==> src/rtl/xaui_tx_idle_gen.sv <==
// rtl/xaui_tx_idle_gen.sv - XAUI TX idle generator: ||A||/||K||/||R|| randomisation and ||Q|| insertion
module xaui_tx_idle_gen #(
  parameter int         NCOL      = 1,      // columns per clock, 1 or 2
  parameter logic [6:0] LFSR_SEED = 7'h7F   // must be non-zero
) (
  input  logic                 clk,
  input  logic                 reset_n,
  input  logic [32*NCOL-1:0]   txdata_i,
  input  logic [4*NCOL-1:0]    txcharisk_i,
  input  logic                 link_status_event,
  input  logic [31:0]          link_status,
  output logic [32*NCOL-1:0]   txdata_o,
  output logic [4*NCOL-1:0]    txcharisk_o,
  output logic                 a_send,
  output logic                 q_sent
);

  localparam logic [7:0]  SYM_K    = 8'hBC;
  localparam logic [7:0]  SYM_R    = 8'h1C;
  localparam logic [7:0]  SYM_A    = 8'h7C;
  localparam logic [7:0]  SYM_Q    = 8'h9C;
  localparam logic [7:0]  SYM_I    = 8'h07;
  localparam logic [31:0] IDLE_COL = {4{SYM_I}};

  localparam logic IFG_A = 1'b0;
  localparam logic IFG_K = 1'b1;

  typedef enum logic [2:0] {
    SEND_K = 3'd0,
    SEND_A = 3'd1,
    SEND_Q = 3'd2,
    RAND_R = 3'd3,
    RAND_K = 3'd4,
    RAND_A = 3'd5,
    RAND_Q = 3'd6
  } state_e;

  // x^7 + x^6 + 1, shifting towards the MSB; bit 0 is the fresh bit
  function automatic logic [6:0] lfsr_step(input logic [6:0] v);
    return {v[5:0], v[6] ^ v[5]};
  endfunction

  state_e               state_q, state_d;
  logic                 ifg_q, ifg_d;
  logic                 q_pend_q, q_pend_d;
  logic [4:0]           a_cnt_q, a_cnt_d;
  logic [6:0]           lfsr_q, lfsr_d;
  logic [23:0]          q_payload_q, q_payload_d;

  logic [32*NCOL-1:0]   txdata_q, txdata_d;
  logic [4*NCOL-1:0]    txcharisk_q, txcharisk_d;
  logic                 a_send_q, a_send_d;
  logic                 q_sent_q, q_sent_d;

  // per-column state seen on entry and the data/idle decision, handed to the output logic
  logic [3*NCOL-1:0]    col_st;
  logic [NCOL-1:0]      col_data;

  // the low byte of the Q payload is replaced by the Q symbol and never transmitted
  logic                 unused_ls_lsb;
  assign unused_ls_lsb = ^link_status[7:0];

  // state register: control state and registered outputs
  always_ff @(posedge clk) begin
    if (!reset_n) begin
      state_q     <= RAND_R;
      ifg_q       <= IFG_A;
      q_pend_q    <= 1'b0;
      a_cnt_q     <= 5'd0;
      lfsr_q      <= LFSR_SEED;
      q_payload_q <= 24'd0;
      txdata_q    <= {(4*NCOL){SYM_K}};
      txcharisk_q <= {(4*NCOL){1'b1}};
      a_send_q    <= 1'b0;
      q_sent_q    <= 1'b0;
    end else begin
      state_q     <= state_d;
      ifg_q       <= ifg_d;
      q_pend_q    <= q_pend_d;
      a_cnt_q     <= a_cnt_d;
      lfsr_q      <= lfsr_d;
      q_payload_q <= q_payload_d;
      txdata_q    <= txdata_d;
      txcharisk_q <= txcharisk_d;
      a_send_q    <= a_send_d;
      q_sent_q    <= q_sent_d;
    end
  end

  // next-state: walk the columns in order, each one consuming the previous column's state
  always_comb begin : col_chain
    state_e     st;
    state_e     nxt;
    logic       ifg;
    logic       qp;
    logic [4:0] acnt;
    logic [6:0] lf;
    logic       is_data;
    logic       code_sel;
    logic       emit_a;
    logic       emit_q;

    st       = state_q;
    nxt      = state_q;
    ifg      = ifg_q;
    qp       = q_pend_q;
    acnt     = a_cnt_q;
    lf       = lfsr_q;
    is_data  = 1'b0;
    code_sel = 1'b0;
    emit_a   = 1'b0;
    emit_q   = 1'b0;
    col_st   = '0;
    col_data = '0;

    for (int c = 0; c < NCOL; c++) begin
      is_data = (txdata_i[32*c +: 32] != IDLE_COL) || (txcharisk_i[4*c +: 4] != 4'b1111);
      col_st[3*c +: 3] = st;
      col_data[c]      = is_data;
      code_sel         = lf[0];
      emit_a           = !is_data && ((st == SEND_A) || (st == RAND_A));
      emit_q           = !is_data && ((st == SEND_Q) || (st == RAND_Q));

      if (is_data) begin
        nxt = ((ifg == IFG_K) || (acnt == 5'd0)) ? SEND_K : SEND_A;
      end else begin
        case (st)
          SEND_K:  nxt = RAND_R;
          SEND_A:  nxt = qp ? SEND_Q : RAND_R;
          SEND_Q:  nxt = RAND_R;
          RAND_R,
          RAND_K:  nxt = (acnt == 5'd0) ? RAND_A : (code_sel ? RAND_R : RAND_K);
          RAND_A:  nxt = qp ? RAND_Q : (code_sel ? RAND_R : RAND_K);
          RAND_Q:  nxt = code_sel ? RAND_R : RAND_K;
          default: nxt = RAND_R;
        endcase
      end

      // the post-terminate K/A choice alternates between packets
      if (st == SEND_K) begin
        ifg = IFG_A;
      end else if (st == SEND_A) begin
        ifg = IFG_K;
      end

      // every ||A|| restarts the spacing count at 16..31
      if (emit_a) begin
        acnt = {1'b1, lf[4:1]};
      end else if (acnt != 5'd0) begin
        acnt = acnt - 5'd1;
      end

      if (emit_q) begin
        qp = 1'b0;
      end

      lf = lfsr_step(lf);
      st = nxt;
    end

    state_d  = st;
    ifg_d    = ifg;
    a_cnt_d  = acnt;
    lfsr_d   = lf;
    // a new event wins over a Q being sent this cycle so the fresh status is not lost
    q_pend_d    = link_status_event ? 1'b1 : qp;
    q_payload_d = link_status_event ? link_status[31:8] : q_payload_q;
  end

  // output: build each column from its entry state or pass data through
  always_comb begin : col_out
    logic [31:0] din;
    logic [31:0] dout;
    logic [3:0]  kin;
    logic [3:0]  kout;
    state_e      s;

    txdata_d    = '0;
    txcharisk_d = '0;
    a_send_d    = 1'b0;
    q_sent_d    = 1'b0;
    din         = '0;
    dout        = '0;
    kin         = '0;
    kout        = '0;
    s           = RAND_R;

    for (int c = 0; c < NCOL; c++) begin
      din = txdata_i[32*c +: 32];
      kin = txcharisk_i[4*c +: 4];
      s   = state_e'(col_st[3*c +: 3]);

      if (col_data[c]) begin
        dout = din;
        kout = kin;
        // stray idle characters inside a data column (e.g. after ||T||) become K
        for (int b = 0; b < 4; b++) begin
          if (kin[b] && (din[8*b +: 8] == SYM_I)) begin
            dout[8*b +: 8] = SYM_K;
          end
        end
      end else begin
        kout = 4'b1111;
        case (s)
          SEND_Q, RAND_Q: begin
            dout     = {q_payload_q, SYM_Q};
            kout     = 4'b0001;
            q_sent_d = 1'b1;
          end
          SEND_K, RAND_K: dout = {4{SYM_K}};
          SEND_A, RAND_A: dout = {4{SYM_A}};
          default:        dout = {4{SYM_R}};
        endcase
      end

      txdata_d[32*c +: 32]   = dout;
      txcharisk_d[4*c +: 4]  = kout;
      if (dout == {4{SYM_A}}) begin
        a_send_d = 1'b1;
      end
    end
  end

  assign txdata_o    = txdata_q;
  assign txcharisk_o = txcharisk_q;
  assign a_send      = a_send_q;
  assign q_sent      = q_sent_q;

endmodule
==> config.mk <==
export PLATFORM = sky130hd
export DESIGN_NAME = xaui_tx_idle_gen
export DESIGN_NICKNAME = d
export VERILOG_FILES = /design/src/rtl/xaui_tx_idle_gen.sv
export SDC_FILE = /design/constraint.sdc
export NUM_CORES = 1
export LEC_CHECK = 0
export ABC_CLOCK_PERIOD_IN_PS = 4900
export CAP_MARGIN = 10
export CORE_ASPECT_RATIO = 0.9
export CORE_UTILIZATION = 45
export DETAILED_ROUTE_END_ITERATION = 8
export GPL_TIMING_DRIVEN = 0
export PLACE_DENSITY_LB_ADDON = 0.2
export SLEW_MARGIN = 20
export SYNTH_ARGS = -nofsm -noshare
export SYNTH_HDL_FRONTEND = slang
export SYNTH_SLANG_ARGS = --single-unit
==> constraint.sdc <==
create_clock -name clk -period 4.9 [get_ports clk]
set_input_delay 1.225 -clock clk [delete_from_list [all_inputs] [get_ports clk]]
set_output_delay 1.225 -clock clk [all_outputs]
set_load 0.05 [all_outputs]
==> results of run 1 <==
## final cells by class
| class | instances | area, um2 | area share |
|---|---|---|---|
| Buffer | 15 | 65.1 | 0.0145 |
| Clock buffer | 11 | 151 | 0.0338 |
| Clock inverter | 5 | 32.5 | 0.00726 |
| Inverter | 8 | 30.0 | 0.00670 |
| Multi-Input combinational cell | 236 | 1520 | 0.339 |
| Sequential cell | 79 | 1580 | 0.353 |
| Tap cell | 90 | 113 | 0.0251 |
| Timing Repair Buffer | 99 | 991 | 0.221 |
## routing by layer
layer	vias to the layer above	GRT usage	share of wire
met3	15	0.0833	0.082
met2	128	0.401	0.44
met1	1308	0.311	0.46
met4	0	0.0823	0.015
met5	-	0	0
li1	1408	-	-
## where the power goes
part	leakage (nW)	total, mW	internal (mW)	switching, mW
sequential	0.655	0.732	0.695	0.0374
clock	0.0873	0.445	0.209	0.235
combinational	0.975	0.403	0.183	0.221
## registers in the layout (all words and copies together), names as in the netlist
name / flops
q_payload_q: 24
a_send: 1
q_sent: 1
q_pend_q: 1
ifg_q: 1
a_cnt_q: 5
txcharisk_o: 4
lfsr_q: 7
col_out.s: 3
txdata_o: 32
## metrics by stage
| step | hold WS (ns) | TNS, ns | cells | util |
|---|---|---|---|---|
| floorplan | 0.411 | 0 | 338 | - |
| global placement | 0.418 | -1.95 | 527 | 0.640 |
| detailed placement | 0.431 | 0 | 527 | 0.642 |
| CTS | 0.449 | 0 | 543 | 0.670 |
| global route | 0.464 | 0 | 543 | 0.670 |
| finish | 0.447 | 0 | 543 | 0.670 |
## how the worst min path moves through the flow
| stage | startpoint | end | cells after the start | slack [ns] |
|---|---|---|---|---|
| after CTS | lfsr_q[4]$_SDFF_PN1_ | lfsr_q[5]$_SDFF_PN1_ | 1 | 0.45 |
| after global routing | lfsr_q[3]$_SDFF_PN1_ | lfsr_q[4]$_SDFF_PN1_ | 1 | 0.46 |
| after floorplan | lfsr_q[3]$_SDFF_PN1_ | lfsr_q[4]$_SDFF_PN1_ | 1 | 0.41 |
| after global placement | lfsr_q[4]$_SDFF_PN1_ | lfsr_q[5]$_SDFF_PN1_ | 1 | 0.42 |
| after detailed placement | lfsr_q[4]$_SDFF_PN1_ | lfsr_q[5]$_SDFF_PN1_ | 1 | 0.43 |
| final | lfsr_q[2]$_SDFF_PN1_ | lfsr_q[3]$_SDFF_PN1_ | 1 | 0.45 |
## cells in the final DEF, fill, tap and decap left out, types with 5 or more instances in the layout
cell type,count
a21oi_1,17
a21boi_0,5
mux2i_1,24
nand2b_1,14
inv_1,7
o22ai_1,7
clkbuf_8,11
nor2_1,11
nor3_1,6
clkdlybuf4s50_1,99
dfxtp_1,79
o21ai_0,16
clkbuf_1,13
nor2b_1,34
nand2_1,40
o21a_1,5
## worst reg2reg max path, cell delays in order (launching register included)
cell and delay (ns):
dfxtp_1 0.31, inv_1 0.11, ha_1 0.22, nor4b_2 0.64
nor3_1 0.08, o21ai_0 0.17, o21ai_0 0.10, a221o_1 0.30
o311ai_0 0.09
## cell families (layout without fill, tap and decap cells)
kind of cell             count (synthesis)  after routing  share of synthesized area
AO/OA/AOI/OAI                           69             69                      0.140
XOR/XNOR                                 3              3                    0.00826
adder cells (fa/ha/maj)                  2              2                    0.00786
buffers and inverters                   23            138                     0.0299
flip-flops                              79             79                      0.497
multiplexers                            24             24                     0.0755
AND/OR/NAND/NOR                        138            138                      0.241
==> flow_summary.json, run 1 <==
{
  "synth_edf_count": 0,
  "place_ws_ns": 0.150,
  "timing.slew.headroom": 0.334,
  "cp_cell_sequence": "clkdlybuf4s50_1 > or4b_1 > or4_1 > or4_4 > nor3_1 > o21ai_0 > nor4_2",
  "power.density_mw_per_mm2": 352,
  "cts-root-buf": "clkbuf_8",
  "dp_hpwl_um": 6690,
  "finalSetupViolCount": 0,
  "die_area_mm2": 0.00741,
  "vias": 2859,
  "synth.avg_cell_area_um2": 9.41,
  "ys_ff_latch": 79,
  "path_buf_inv": 1,
  "rr_endpoint": "col_out.s[0]$_SDFF_PN1_",
  "cts_tree": "done",
  "cp_data_arrival_time_ns": 4.71,
  "clkTransAtPathRegs_ns": 0.08,
  "leakagePower_nw": 1.72,
  "syn2layout_area_growth_pct": 40.9,
  "timing.fmax_mhz": 226,
  "post_cts_resized": 0,
  "drt_iter0_drc": 159,
  "yosys.cell_count.top_type": "dfxtp_1",
  "status": "finished clean",
  "detail_route.wl_per_cell_um": 16.1,
  "ys_top_cells_by_count": "dfxtp_1 (79), nand2_1 (40), nor2b_1 (34), mux2i_1 (24), a21oi_1 (17)",
  "synth_top_area_frac": 0.497,
  "core_mm2": 0.00669,
  "grtUsageTotal": 0.247,
  "drtPass1Iterations": 5,
  "die_y_um": 81.8,
  "synth_flop_cell": "dfxtp_1",
  "finalHoldViolations": 0,
  "tightest_slew_ns": 0.990,
  "num-fill-cells": 550,
  "report.final.slew_viol_count": 0,
  "clockBufferDepth": 2,
  "critPathLaunch": "txdata_i[20]",
  "port_buffers": 99,
  "r2r.worst_path.cells": 8,
  "endpoint": "a_send$_SDFF_PN0_",
  "syn_nets": 411,
  "antenna_cells": 0,
  "fin_area_mm2": 0.00448,
  "grt_max_degree": 14,
  "synth_cells": 338,
  "end_kind": "register",
  "synth_area_leader_cell": "dfxtp_1",
  "cp.depth": 7,
  "drv_cap": 0,
  "skew_ns": 0.00681,
  "path_class": "primary input to register",
  "antenna_found_initial": 0,
  "timing.final.crit_share": 0.904,
  "nNetsFinal": 521,
  "drive_gt1_frac": 0.0618,
  "period_needed_ns": 4.43,
  "slowest_stage": "nor3_1",
  "min_path_type": "register to register",
  "grt_pass1_vias": 2744,
  "ctsHtreeMaxLevel": 3,
  "async_reset_ff_frac": 0,
  "grt_pass1_wl_um": 13800,
  "clkLatencyLatePin_ns": 0.36,
  "chipWidth_um": 90.6,
  "io_pins": 109,
  "drt-total-wl_um": 8720,
  "max_stage_delay_ns": 0.74,
  "timing.rr.start": "a_cnt_q[0]$_SDFFE_PN0P_",
  "synth.distinct_cells": 47,
  "cts_setup_buffers": 0,
  "cp.required_ns": 5.18,
  "clock_sinks": 79,
  "ant_nets": 0,
  "hold_buffers": 0,
  "syn_area_mm2": 0.00318,
  "r2r_setup_slack_ns": 2.77,
  "num_rows": 28,
  "setup_ws_ns": 0.472,
  "place.gp.congestion": 0.904,
  "post_dp_cell_area_mm2": 0.00430,
  "rsz0062_at_grt": "false",
  "finalPower_mw": 1.58,
  "irDropWorstVdd_uv": 282,
  "ys_warn_count": 0,
  "via_per_inst": 5.27,
  "drc_errors": 0,
  "cts_buffers": 9,
  "start_util": 0.476,
  "start_kind": "primary input",
  "netlist_top_cells_area": "dfxtp_1 (50%), mux2i_1 (7.6%), nor2b_1 (6.7%)",
  "path_max_fanout": 9,
  "synth-seq-area-share": 0.497,
  "grt.overflow.total": 0,
  "cp_top_family": "simple AND/OR/NAND/NOR gates"
}
Power figures use the tool's default switching activity.
==> run 2: changes to the inputs <==
- GPL_ROUTABILITY_DRIVEN: unset -> 0
- RECOVER_POWER: unset -> 100
==> run 2 against run 1 <==
Compared with the run above: hold slack about the same; final area is 0.78% higher; non-clock buffer count unchanged; register-to-register slack gained 0.02 ns; clock skew rose by 0.0017 ns; critical path depth is 2 higher; critical path type unchanged; highest routed layer unchanged; wire length up 0.31%; setup slack got worse by 0.052 ns; global-route usage up 0.71 points; largest cell class unchanged; clock power up 23%.
==> flow_summary.json, run 2 (same netlist as run 1, synthesis figures left out) <==
{
  "place_ws_ns": 0.144,
  "timing.rr.start": "a_cnt_q[0]$_SDFFE_PN0P_",
  "cp.required_ns": 5.17,
  "via_per_inst": 5.39,
  "cts_setup_buffers": 0,
  "hold_buffers": 0,
  "dr.max_layer_used": "met4",
  "holdPathStages": 1,
  "power.density_mw_per_mm2": 371,
  "cp.depth": 9,
  "grtUsageTotal": 0.254,
  "post_cts_resized": 0,
  "die_y_um": 81.8,
  "dp_hpwl_um": 6720,
  "hold_start": "lfsr_q[4]$_SDFF_PN1_",
  "setup_ws_ns": 0.420,
  "cts_tree": "done",
  "timing.fmax_mhz": 223,
  "irDropWorstVdd_uv": 308,
  "numPlacedInstances": 527,
  "wl_met1_um": 3990,
  "final_cell_mix": "dfxtp_1 (79), clkdlybuf4s50_1 (59), nand2_1 (40), dlygate4sd3_1 (40), nor2b_1 (34)",
  "r2r_setup_slack_ns": 2.79,
  "grt_pass1_wl_um": 14200,
  "ctsHtreeMaxLevel": 3,
  "path_max_fanout": 10,
  "drv_cap": 0,
  "num_rows": 28,
  "end_kind": "register",
  "antenna_found_initial": 0,
  "leakagePower_nw": 1.73,
  "num-fill-cells": 551,
  "rsz0062_at_grt": "false",
  "grt_pass1_vias": 2829,
  "hold_end": "lfsr_q[5]$_SDFF_PN1_",
  "die_area_mm2": 0.00741,
  "period_needed_ns": 4.48,
  "report.final.slew_viol_count": 0,
  "start_util": 0.476,
  "clock_sinks": 79,
  "cp_top_family": "simple AND/OR/NAND/NOR gates",
  "start_kind": "primary input",
  "ant_nets": 0,
  "drt-total-wl_um": 8750,
  "cp_cell_sequence": "clkdlybuf4s50_1 > or4b_1 > or4_1 > clkbuf_1 > or4_1 > clkbuf_1 > o22ai_1 > or4b_1 > nor4_2",
  "met2_length_um": 3910,
  "skew_ns": 0.00851,
  "vias": 2926,
  "wl_met3_um": 658,
  "drc_errors": 0,
  "finalHoldViolations": 0,
  "cts-root-buf": "clkbuf_8",
  "drt_iter0_drc": 159,
  "nNetsFinal": 521,
  "stdcell_count": 543,
  "drtPass1Iterations": 5,
  "clkTransAtPathRegs_ns": 0.08,
  "path_class": "primary input to register",
  "grt.overflow.total": 0,
  "clockBufferDepth": 2,
  "chipWidth_um": 90.6,
  "min_path_type": "register to register",
  "path_buf_inv": 3,
  "syn2layout_area_growth_pct": 42.0,
  "tightest_slew_ns": 0.973,
  "timing.slew.headroom": 0.346,
  "max_stage_delay_ns": 0.56,
  "core_mm2": 0.00669,
  "largest_register_ffs": 32,
  "timing.final.crit_share": 0.914,
  "slowest_stage": "or4b_1",
  "drive_gt1_frac": 0.0530,
  "status": "finished clean",
  "cts_buffers": 9,
  "layout_commonest_cell": "dfxtp_1",
  "clkLatencyLatePin_ns": 0.35,
  "finalSetupViolCount": 0,
  "grt_max_degree": 14,
  "rr_endpoint": "col_out.s[0]$_SDFF_PN1_",
  "r2r.worst_path.cells": 8,
  "port_buffers": 99,
  "io_pins": 109,
  "antenna_cells": 0,
  "setup_tns_ns": 0,
  "cp_data_arrival_time_ns": 4.75,
  "detail_route.wl_per_cell_um": 16.1
}
[run 2: cell types whose count changed in the layout (fill, tap and decap cells not counted), moves of 2 or more]
| cell | change |
|---|---|
| bufinv_16 | +2 |
| clkbuf_1 | +3 |
| clkdlybuf4s50_1 | -40 |
| clkinv_2 | -2 |
| clkinvlp_4 | -2 |
| dlygate4sd3_1 | +40 |
[run 2: worst register-to-register path: stages (launching register included)]
cell      delay, ns
dfxtp_1        0.31
inv_1          0.10
ha_1           0.21
nor4b_2        0.60
nor3_1         0.08
o21ai_0        0.18
o21ai_0        0.11
a221o_1        0.30
o311ai_0       0.10
[run 2: cell type report]
class / count / area, um2 / share of cell area
plain buffers: 15 / 56.3 / 0.0125
clock buffers: 12 / 155 / 0.0343
clock inverters: 4 / 76.3 / 0.0169
inverters: 8 / 30.0 / 0.00665
multi-input cells: 236 / 1510 / 0.335
flip-flops and latches: 79 / 1580 / 0.350
well taps: 90 / 113 / 0.0249
repair buffers: 99 / 991 / 0.219
[run 2: power breakdown]
group	internal (mW)	switching, mW
combinational	0.176	0.219
sequential	0.694	0.0357
clock	0.317	0.232
[run 2: per-stage QoR]
stage / util / area (um2) / hold WS [ns] / power, mW
after floorplan: - / 3180 / 0.411 / 0.994
final: 0.675 / 4520 / 0.447 / 1.67
after global routing: 0.675 / 4520 / 0.476 / 1.76
after global placement: 0.640 / 4290 / 0.417 / 1.13
after detailed placement: 0.642 / 4300 / 0.426 / 1.14
after CTS: 0.677 / 4530 / 0.444 / 1.69
[run 2: worst max-delay path by stage]
stage,startpoint,to,slack (ns)
4_1_cts,txdata_i[20],a_send$_SDFF_PN0_,0.49
3_3_place_gp,txdata_i[20],txdata_o[10]$_SDFF_PN1_,-0.23
3_5_place_dp,txdata_i[20],a_send$_SDFF_PN0_,0.14
6_report,txdata_i[12],a_send$_SDFF_PN0_,0.42
5_1_grt,txdata_i[12],a_send$_SDFF_PN0_,0.20
2_1_floorplan,txdata_i[12],a_send$_SDFF_PN0_,0.99
[run 2: layer usage]
metal	up-vias	global-route usage
met2	141	0.414
met4	0	0.0903
li1	1412	-
met1	1353	0.324
met5	-	0
met3	20	0.0731
==> run 3: changes to the inputs <==
- CAP_MARGIN: 10 -> 0
==> results of run 3 <==
Same layout as run 2: the final DEF is identical, and so are final timing and power.
